## config.mk

```make
export PLATFORM = sky130hd
export DESIGN_NAME = aref_ctrl
export DESIGN_NICKNAME = d
export VERILOG_FILES = /design/src/rtl/aref_ctrl.sv
export SDC_FILE = /design/constraint.sdc
export NUM_CORES = 1
export LEC_CHECK = 0
export ABC_AREA = 1
export BUFFER_PORTS_ARGS = -buffer_cell sky130_fd_sc_hd__buf_2
export CAP_MARGIN = 20
export CORE_MARGIN = 2
export CORE_UTILIZATION = 65
export DETAILED_ROUTE_END_ITERATION = 7
export PLACE_DENSITY = 0.87
export SYNTH_ARGS = -nofsm -noshare
export SYNTH_HDL_FRONTEND = slang
export SYNTH_SLANG_ARGS = --single-unit
```

## constraint.sdc

```tcl
create_clock -name clk -period 6.8 [get_ports clk]
set_input_delay 0.34 -clock clk [delete_from_list [all_inputs] [get_ports clk]]
set_output_delay 0.34 -clock clk [all_outputs]
set_load 0.01 [all_outputs]
```

## src/rtl/aref_ctrl.sv

```systemverilog
// rtl/aref_ctrl.sv - auto-refresh engine: interval ticking, owed-refresh count, PREA/REF issue (optional AREF_BURST_EN)
module aref_ctrl #(
  parameter int INTERVAL_W  = 28,
  parameter int MAX_PENDING = 8,
  parameter int TRP_CYCLES  = 4
) (
  input  logic                  clk,
  input  logic                  rst_n,
  input  logic                  aref_set_interval,
  input  logic [INTERVAL_W-1:0] aref_interval,
  input  logic                  aref_set_trfc,
  input  logic [INTERVAL_W-1:0] aref_trfc,
  output logic                  aref_req,
  input  logic                  aref_gnt,
  output logic                  instr_en,
  output logic [31:0]           instr,
  input  logic                  instr_ack,
  output logic                  aref_busy,
  output logic [3:0]            pending_cnt,
  output logic                  overflow
);

  typedef enum logic [2:0] {
    S_IDLE,
    S_REQ,
    S_PREA,
    S_WAIT_RP,
    S_REF,
    S_WAIT_RFC
  } state_e;

  localparam logic [3:0]            MAX_P    = 4'(MAX_PENDING);
  localparam logic [INTERVAL_W-1:0] ONE      = INTERVAL_W'(1);
  localparam logic [INTERVAL_W-1:0] TRP_LAST = INTERVAL_W'(TRP_CYCLES - 1);

  // DDR_INSTR layout: [31:28] opcode, [27] CKE, [26] CS_n, [25] RAS_n,
  // [24] CAS_n, [23] WE_n, [17:15] bank, [14:0] address (A10 = bit 10)
  function automatic logic [31:0] ddr_word(input logic ras_n, input logic cas_n,
                                           input logic we_n, input logic a10);
    logic [31:0] w;
    w        = '0;
    w[31:28] = 4'b1000;
    w[27]    = 1'b1;
    w[26]    = 1'b0;
    w[25]    = ras_n;
    w[24]    = cas_n;
    w[23]    = we_n;
    w[10]    = a10;
    return w;
  endfunction

  localparam logic [31:0] PREA_WORD = ddr_word(1'b0, 1'b1, 1'b0, 1'b1);
  localparam logic [31:0] REF_WORD  = ddr_word(1'b0, 1'b0, 1'b1, 1'b0);

  state_e                  state_q;
  logic [INTERVAL_W-1:0]   interval_q;
  logic [INTERVAL_W-1:0]   trfc_q;
  logic [INTERVAL_W-1:0]   tick_cnt_q;
  logic [INTERVAL_W-1:0]   wait_q;
  logic [INTERVAL_W-1:0]   trfc_lat_q;
  logic [3:0]              pending_q, pending_d;
  logic                    overflow_q, overflow_d;
  logic                    req_q;
  logic                    en_q;
  logic [31:0]             instr_q;
  logic                    tick;
  logic                    ref_done;

  // A reload of the interval restarts the count, so it swallows a coinciding wrap
  assign tick     = !aref_set_interval && (interval_q != '0) &&
                    (tick_cnt_q == interval_q - ONE);
  assign ref_done = (state_q == S_REF) && instr_ack;

  // Configuration registers and the free-running interval counter
  always_ff @(posedge clk or negedge rst_n) begin
    if (!rst_n) begin
      interval_q <= '0;
      trfc_q     <= '0;
      tick_cnt_q <= '0;
    end else begin
      if (aref_set_trfc) begin
        trfc_q <= aref_trfc;
      end
      if (aref_set_interval) begin
        interval_q <= aref_interval;
        tick_cnt_q <= '0;
      end else if (interval_q != '0) begin
        tick_cnt_q <= tick ? '0 : tick_cnt_q + ONE;
      end
    end
  end

  // Owed-refresh bookkeeping: tick adds, REF ack removes, both together cancel
  always_comb begin
    pending_d  = pending_q;
    overflow_d = overflow_q;
    if (tick && !ref_done) begin
      if (pending_q == MAX_P) begin
        overflow_d = 1'b1;
      end else begin
        pending_d = pending_q + 4'd1;
      end
    end else if (ref_done && !tick && (pending_q != 4'd0)) begin
      pending_d = pending_q - 4'd1;
    end
  end

  // Registered owed-refresh count and sticky overflow flag
  always_ff @(posedge clk or negedge rst_n) begin
    if (!rst_n) begin
      pending_q  <= '0;
      overflow_q <= 1'b0;
    end else begin
      pending_q  <= pending_d;
      overflow_q <= overflow_d;
    end
  end

  // Refresh sequencer with registered request/instruction outputs
  always_ff @(posedge clk or negedge rst_n) begin
    if (!rst_n) begin
      state_q    <= S_IDLE;
      req_q      <= 1'b0;
      en_q       <= 1'b0;
      instr_q    <= '0;
      wait_q     <= '0;
      trfc_lat_q <= '0;
    end else begin
      case (state_q)
        S_IDLE: begin
          if (pending_q != 4'd0) begin
            state_q <= S_REQ;
            req_q   <= 1'b1;
          end
        end
        S_REQ: begin
          if (aref_gnt) begin
            state_q <= S_PREA;
            en_q    <= 1'b1;
            instr_q <= PREA_WORD;
          end
        end
        S_PREA: begin
          // Losing the slot before the precharge is taken means nothing was issued
          if (!aref_gnt) begin
            state_q <= S_REQ;
            en_q    <= 1'b0;
            instr_q <= '0;
          end else if (instr_ack) begin
            state_q <= S_WAIT_RP;
            en_q    <= 1'b0;
            instr_q <= '0;
            wait_q  <= '0;
          end
        end
        S_WAIT_RP: begin
          if (wait_q == TRP_LAST) begin
            state_q <= S_REF;
            en_q    <= 1'b1;
            instr_q <= REF_WORD;
          end else begin
            wait_q <= wait_q + ONE;
          end
        end
        S_REF: begin
          if (instr_ack) begin
            state_q    <= S_WAIT_RFC;
            en_q       <= 1'b0;
            instr_q    <= '0;
            wait_q     <= '0;
            // tRFC is sampled here so a mid-wait reprogram only affects later refreshes
            trfc_lat_q <= (trfc_q == '0) ? ONE : trfc_q;
          end
        end
        S_WAIT_RFC: begin
          if (wait_q == trfc_lat_q - ONE) begin
`ifdef AREF_BURST_EN
            // Banks are still closed, so further owed refreshes skip the precharge
            if ((pending_q != 4'd0) && aref_gnt) begin
              state_q <= S_REF;
              en_q    <= 1'b1;
              instr_q <= REF_WORD;
            end else begin
              state_q <= S_IDLE;
              req_q   <= 1'b0;
            end
`else
            state_q <= S_IDLE;
            req_q   <= 1'b0;
`endif
          end else begin
            wait_q <= wait_q + ONE;
          end
        end
        default: begin
          state_q <= S_IDLE;
          req_q   <= 1'b0;
          en_q    <= 1'b0;
          instr_q <= '0;
        end
      endcase
    end
  end

  // The precharge offer is withdrawn in the same cycle the grant disappears
  assign instr_en    = en_q && (aref_gnt || (state_q != S_PREA));
  assign instr       = instr_q;
  assign aref_req    = req_q;
  assign aref_busy   = (state_q != S_IDLE);
  assign pending_cnt = pending_q;
  assign overflow    = overflow_q;

endmodule

```

# After elaboration in Yosys (flattened, before gate mapping)
# Cells that the tools add are included.
# word_totals
ff_bits	182
latchBits	0
ramBits	0
rom_bits	0
in_bits	62
output_inout_bits	40
word_cells	100
n_memories	0
# classes
add_sub_neg	6
multipliers	0
div_mod_pow	0
order_cmp	0
n_eq_ne	20
shifts	0
muxes	33
n_bitwise	2
reduce_logical	28
# ops
operator	n
28-bit two-way mux	8
32-bit one-hot mux with 5 select lines	1
32-bit two-way mux	4
28-bit one-hot mux with 4 select lines	1
28-bit by 1-bit adder with 28-bit output (second input constant)	2
28-bit equality test	2
28-bit by 1-bit subtractor with 28-bit output (second input constant)	2
28-bit by 2-bit equality test with 1-bit output (second input constant)	1
28-bit logical NOT	1
28-bit nonzero test	1
3-bit two-way mux	7
2-bit inequality test (second input constant)	9
3-bit one-hot mux with 6 select lines	1
4-bit two-way mux	3
4-bit nonzero test	2
1-bit logical AND	7
3-bit by 2-bit equality test with 1-bit output (second input constant)	2
3-bit equality test (second input constant)	2
1-bit two-way mux	6
2-bit AND reduction	3
3-bit AND reduction	2
6-bit AND reduction	1
1-bit one-hot mux with 5 select lines	1
4-bit by 1-bit adder with 4-bit output (second input constant)	1
15 further kinds	19

# Longest topological paths before layout
# logic_depth
ltp_word	8
ltp_mapped	25
depth_no_buf	25

# Worst setup path after synthesis
# No wires, ideal clock.
# synth_timing
path_kind	register to register
from	reg interval_q[0]
to	reg pending_q[3], in the netlist pending_cnt[3]
setup_ns	0.117
arrival_time_ns	2.818
t_required_ns	6.683
slack_ns	3.865
path_stages_with_launch	23
synth_period_minus_slack_ns	2.935
cell_sequence	dfrtp_1 inv_1 ha_1 nand2_2 nor2_4 nand2_2 nor2_1 nand2_1 nand2_1 nand3_1 nor2_1 nand3_1 nor2_1 nand4_1 ha_1 nand2_1 nand2_1 a31oi_1 inv_1 nand4_1 nand2_1 nand3_1 nand2_1
# synth_via
elab_chain_len	8
elab_cells_between_ends	13
# synth_rtl
element	line	rtl
start, declared	56	logic [INTERVAL_W-1:0] interval_q;
start signal, assigned	85	interval_q <= aref_interval;
28-bit by 1-bit subtractor with 28-bit output / 28-bit nonzero test (equally long branches)	71, 70	
28-bit equality test / 1-bit logical AND (equally long branches)	71, 70	
1-bit logical AND *	70	assign tick = !aref_set_interval && (interval_q != '0) &&
1-bit logical NOT	103	end else if (ref_done && !tick && (pending_q != 4'd0)) begin
1-bit logical AND (2 in series)	103	
2-bit nonzero test (no source line)	--	
2-bit AND reduction (no source line)	--	
end signal, assigned	114	pending_q <= pending_d;
end, declared	61	logic [3:0] pending_q, pending_d;
# Mark *: on every way between the ends. The rest lies on a longest branch, timed or not.
# A chain may end at the register's enable or synchronous reset.

# Worst setup path in the final report
# Same ends and word-level chain as after synthesis.

==> impl_metrics.py <==
metrics = {
    "timing": {
        "clock_skew_ns": 0.0170,
        "maxSlewViolCount": 0,
        "fin_crit_ns": 3.62,
        "worst_slew_pin_slew_ns": 1.07,
        "tns_ns": 0,
        "whs_ns": -0.00258,
        "final-hold-violation-count": 1,
        "fin_crit_sh_pct": 53.2,
        "fmaxAchievable_mhz": 277,
        "max_slew_margin_pct": 28.5,
        "rsz0062_at_grt": "false",
        "final-setup-viol-count": 0,
    },
    "floorplanning": {
        "initial_core_util_pct": 66.3,
        "core_area_um2": 16500,
        "io_pins": 102,
        "rows": 47,
        "dieHeight_um": 134,
        "die_w_um": 134,
        "die_area_um2": 17900,
    },
    "logic_synthesis": {
        "yosysWarnings": 0,
        "synth_area_leaders": "dfrtp_1 42%, nand2_1 13%, xor2_1 7.0%",
        "ys.flop_type": "dfrtp_1",
        "synth_area_um2": 11000,
        "ys_types": 42,
        "syn_inst": 1484,
        "synth_seq_area_share_pct": 41.6,
        "syn_nets": 1554,
        "async_flop_share_pct": 100,
        "synth_area_per_cell_um2": 7.38,
        "yosysTopAreaCellShare_pct": 41.6,
        "yosysTopAreaCell": "dfrtp_1",
        "ys_ff_latch": 182,
        "synth_edf_count": 0,
    },
    "route": {
        "ant_nets": 0,
        "routed_wl_um": 28600,
        "highest_layer": "met4",
        "wl_met2_um": 12800,
        "viasPerCell": 5.65,
        "wl_per_cell_um": 15.9,
        "vias": 10200,
        "drtIter0Drc": 872,
        "drt_pass1_iterations": 5,
        "wl_met3_um": 2200,
        "wl_met1_um": 13100,
        "drcViolationCount": 0,
    },
    "layout": {
        "multi_input_area_um2": 5560,
        "area_delta_synth_final_pct": 11.5,
        "layout.cells.non_filler": 1797,
        "diodes": 0,
        "layout.nets": 1634,
        "stdcell_area_um2": 12200,
        "mostFrequentLayoutCells": "394 x nand2_1, 188 x nor2_1, 182 x dfrtp_1, 168 x inv_1, 100 x buf_2",
        "layout.area.seq_um2": 4550,
        "fillers": 1305,
        "drive_gt1_share_pct": 11.9,
        "final_core_util_pct": 73.9,
        "layout_commonest_cell": "nand2_1",
    },
    "grt": {
        "overflow": 0,
        "grt_max_degree": 104,
        "grt_first_pass_wirelength_um": 47400,
        "antenna_found_initial": 0,
        "grt_pass1_vias": 9639,
        "grt_usage_pct": 33.0,
    },
    "clock_network": {
        "cts_sinks": 182,
        "cts_tree": "done",
        "ctsHoldBuffers": 0,
        "insertion_delay_ns": 0.45,
        "cts_buffers": 17,
        "post_cts_buffers": 0,
        "cts_buffer_depth": 2,
        "clk_pin_slew_ns": 0.09,
        "htreeDepth": 4,
        "cts-root-buf": "clkbuf_16",
        "cts_resized": 0,
    },
    "outcome": {
        "status": "finished with violations",
        "violations": "hold timing",
    },
    "critical_path": {
        "critPathKind": "flip-flop to flip-flop",
        "critPathLaunchType": "flip-flop",
        "crit_path_end_kind": "flip-flop",
        "worstReg2RegStart": "interval_q[0]$_DFFE_PN0P_",
        "cp.arrival_ns": 3.94,
        "crit_fanout": 6,
        "critPathLaunch": "interval_q[0]$_DFFE_PN0P_",
        "cp_data_required_time_ns": 7.13,
    },
    "job": {
        "cap_violations": 0,
    },
    "power": {
        "peakVddDrop_mv": 0.229,
        "p_per_area_nw_per_um2": 293,
        "finalPower_w": 0.00358,
        "p_leak_nw": 5.79,
    },
    "place": {
        "place_hpwl_um": 21000,
        "postPlaceCellArea_um2": 11600,
        "io_buffers": 101,
        "routabilityCongestion": 0.941,
        "placed_cells": 1765,
    },
    "min_path": {
        "hold_path.class": "primary input to async pin",
    },
}
## stage by stage
step	hold slack, ns	setup slack, ns
finish	-0.00258	3.18
floorplan	0.0444	3.87
CTS	0.0413	3.27
global placement	0.479	3.41
global route	0.0857	2.87
detailed placement	0.480	3.32
## final timing paths
| kind | end | slack (ns) | cells past startpoint |
|---|---|---|---|
| min | interval_q[3]$_DFFE_PN0P_ | -0.003 | 1 |
| max reg2reg | pending_cnt[3]$_DFFE_PN0P_ | 3.18 | 20 |
| min reg2reg | instr[18]$_DFFE_PN0P_ | 0.49 | 2 |
| max in group asynchronous | wait_q[11]$_DFFE_PN0P_ | 5.19 | 2 |
| max | pending_cnt[3]$_DFFE_PN0P_ | 3.18 | 20 |
| min in group clk | interval_q[11]$_DFFE_PN0P_ | 0.08 | 3 |
## cell usage after synthesis (7+ instances only)
library cell    n
nand2_1       394
nor2_1        188
dfrtp_1       182
inv_1         168
o21ai_0        97
xor2_1         88
nand4_1        68
nand3_1        63
clkbuf_1       35
xnor2_1        31
nor3_1         25
nor4_1         21
nor2_2         16
o22ai_1        14
a21oi_1        11
o21ai_1        10
nand2_2         9
ha_1            7
## critical path, cell delays in order (launching register included)
cell,delay (ns)
dfrtp_1,0.40
inv_1,0.12
ha_1,0.31
nand3_1,0.16
nor2_2,0.22
nand2_1,0.12
nor2_2,0.16
nand3_1,0.09
a21oi_1,0.29
nand3_1,0.11
nor2_1,0.14
nand4_1,0.27
ha_1,0.44
nand2_1,0.07
nand2_1,0.05
a31oi_1,0.18
inv_1,0.06
nand4_1,0.09
nand2_1,0.07
nand3_1,0.09
nand2_1,0.05
## layer usage
metal	vias to the layer above	track usage, %
li1	4914	-
met1	4758	48.3
met2	436	51.1
met3	42	5.82
met4	0	9.22
met5	-	0
## cells by family after synthesis
family          after synthesis  synth area share (%)
flops                       182                  41.6
xor+xnor                    119                  9.51
simple gates                816                  33.2
compound gates              142                  6.93
mux                           1                 0.103
buf+inv                     216                  7.66
fa+ha+maj                     8                 0.982
## flip-flops by register name, summed over array words and instances (netlist names)
name         cells
interval_q      28
tick_cnt_q      28
state_q          3
trfc_q          28
pending_cnt      4
en_q             1
overflow         1
trfc_lat_q      28
instr           32
wait_q          28
aref_req         1
## area by class of cell
type | count | share of cell area, %
Multi-Input combinational cell | 1086 | 45.6
Sequential cell | 182 | 37.3
Inverter | 173 | 5.32
Timing Repair Buffer | 104 | 4.37
Clock buffer | 17 | 3.48
Tap cell | 220 | 2.25
Clock inverter | 15 | 1.73
## power by group
group | internal, W | switching, W | total, W
logic | 0.000369 | 0.000736 | 0.00111
clock network | 0.000514 | 0.000531 | 0.00104
registers | 0.00124 | 0.000191 | 0.00143
Power figures use the tool's default switching activity.
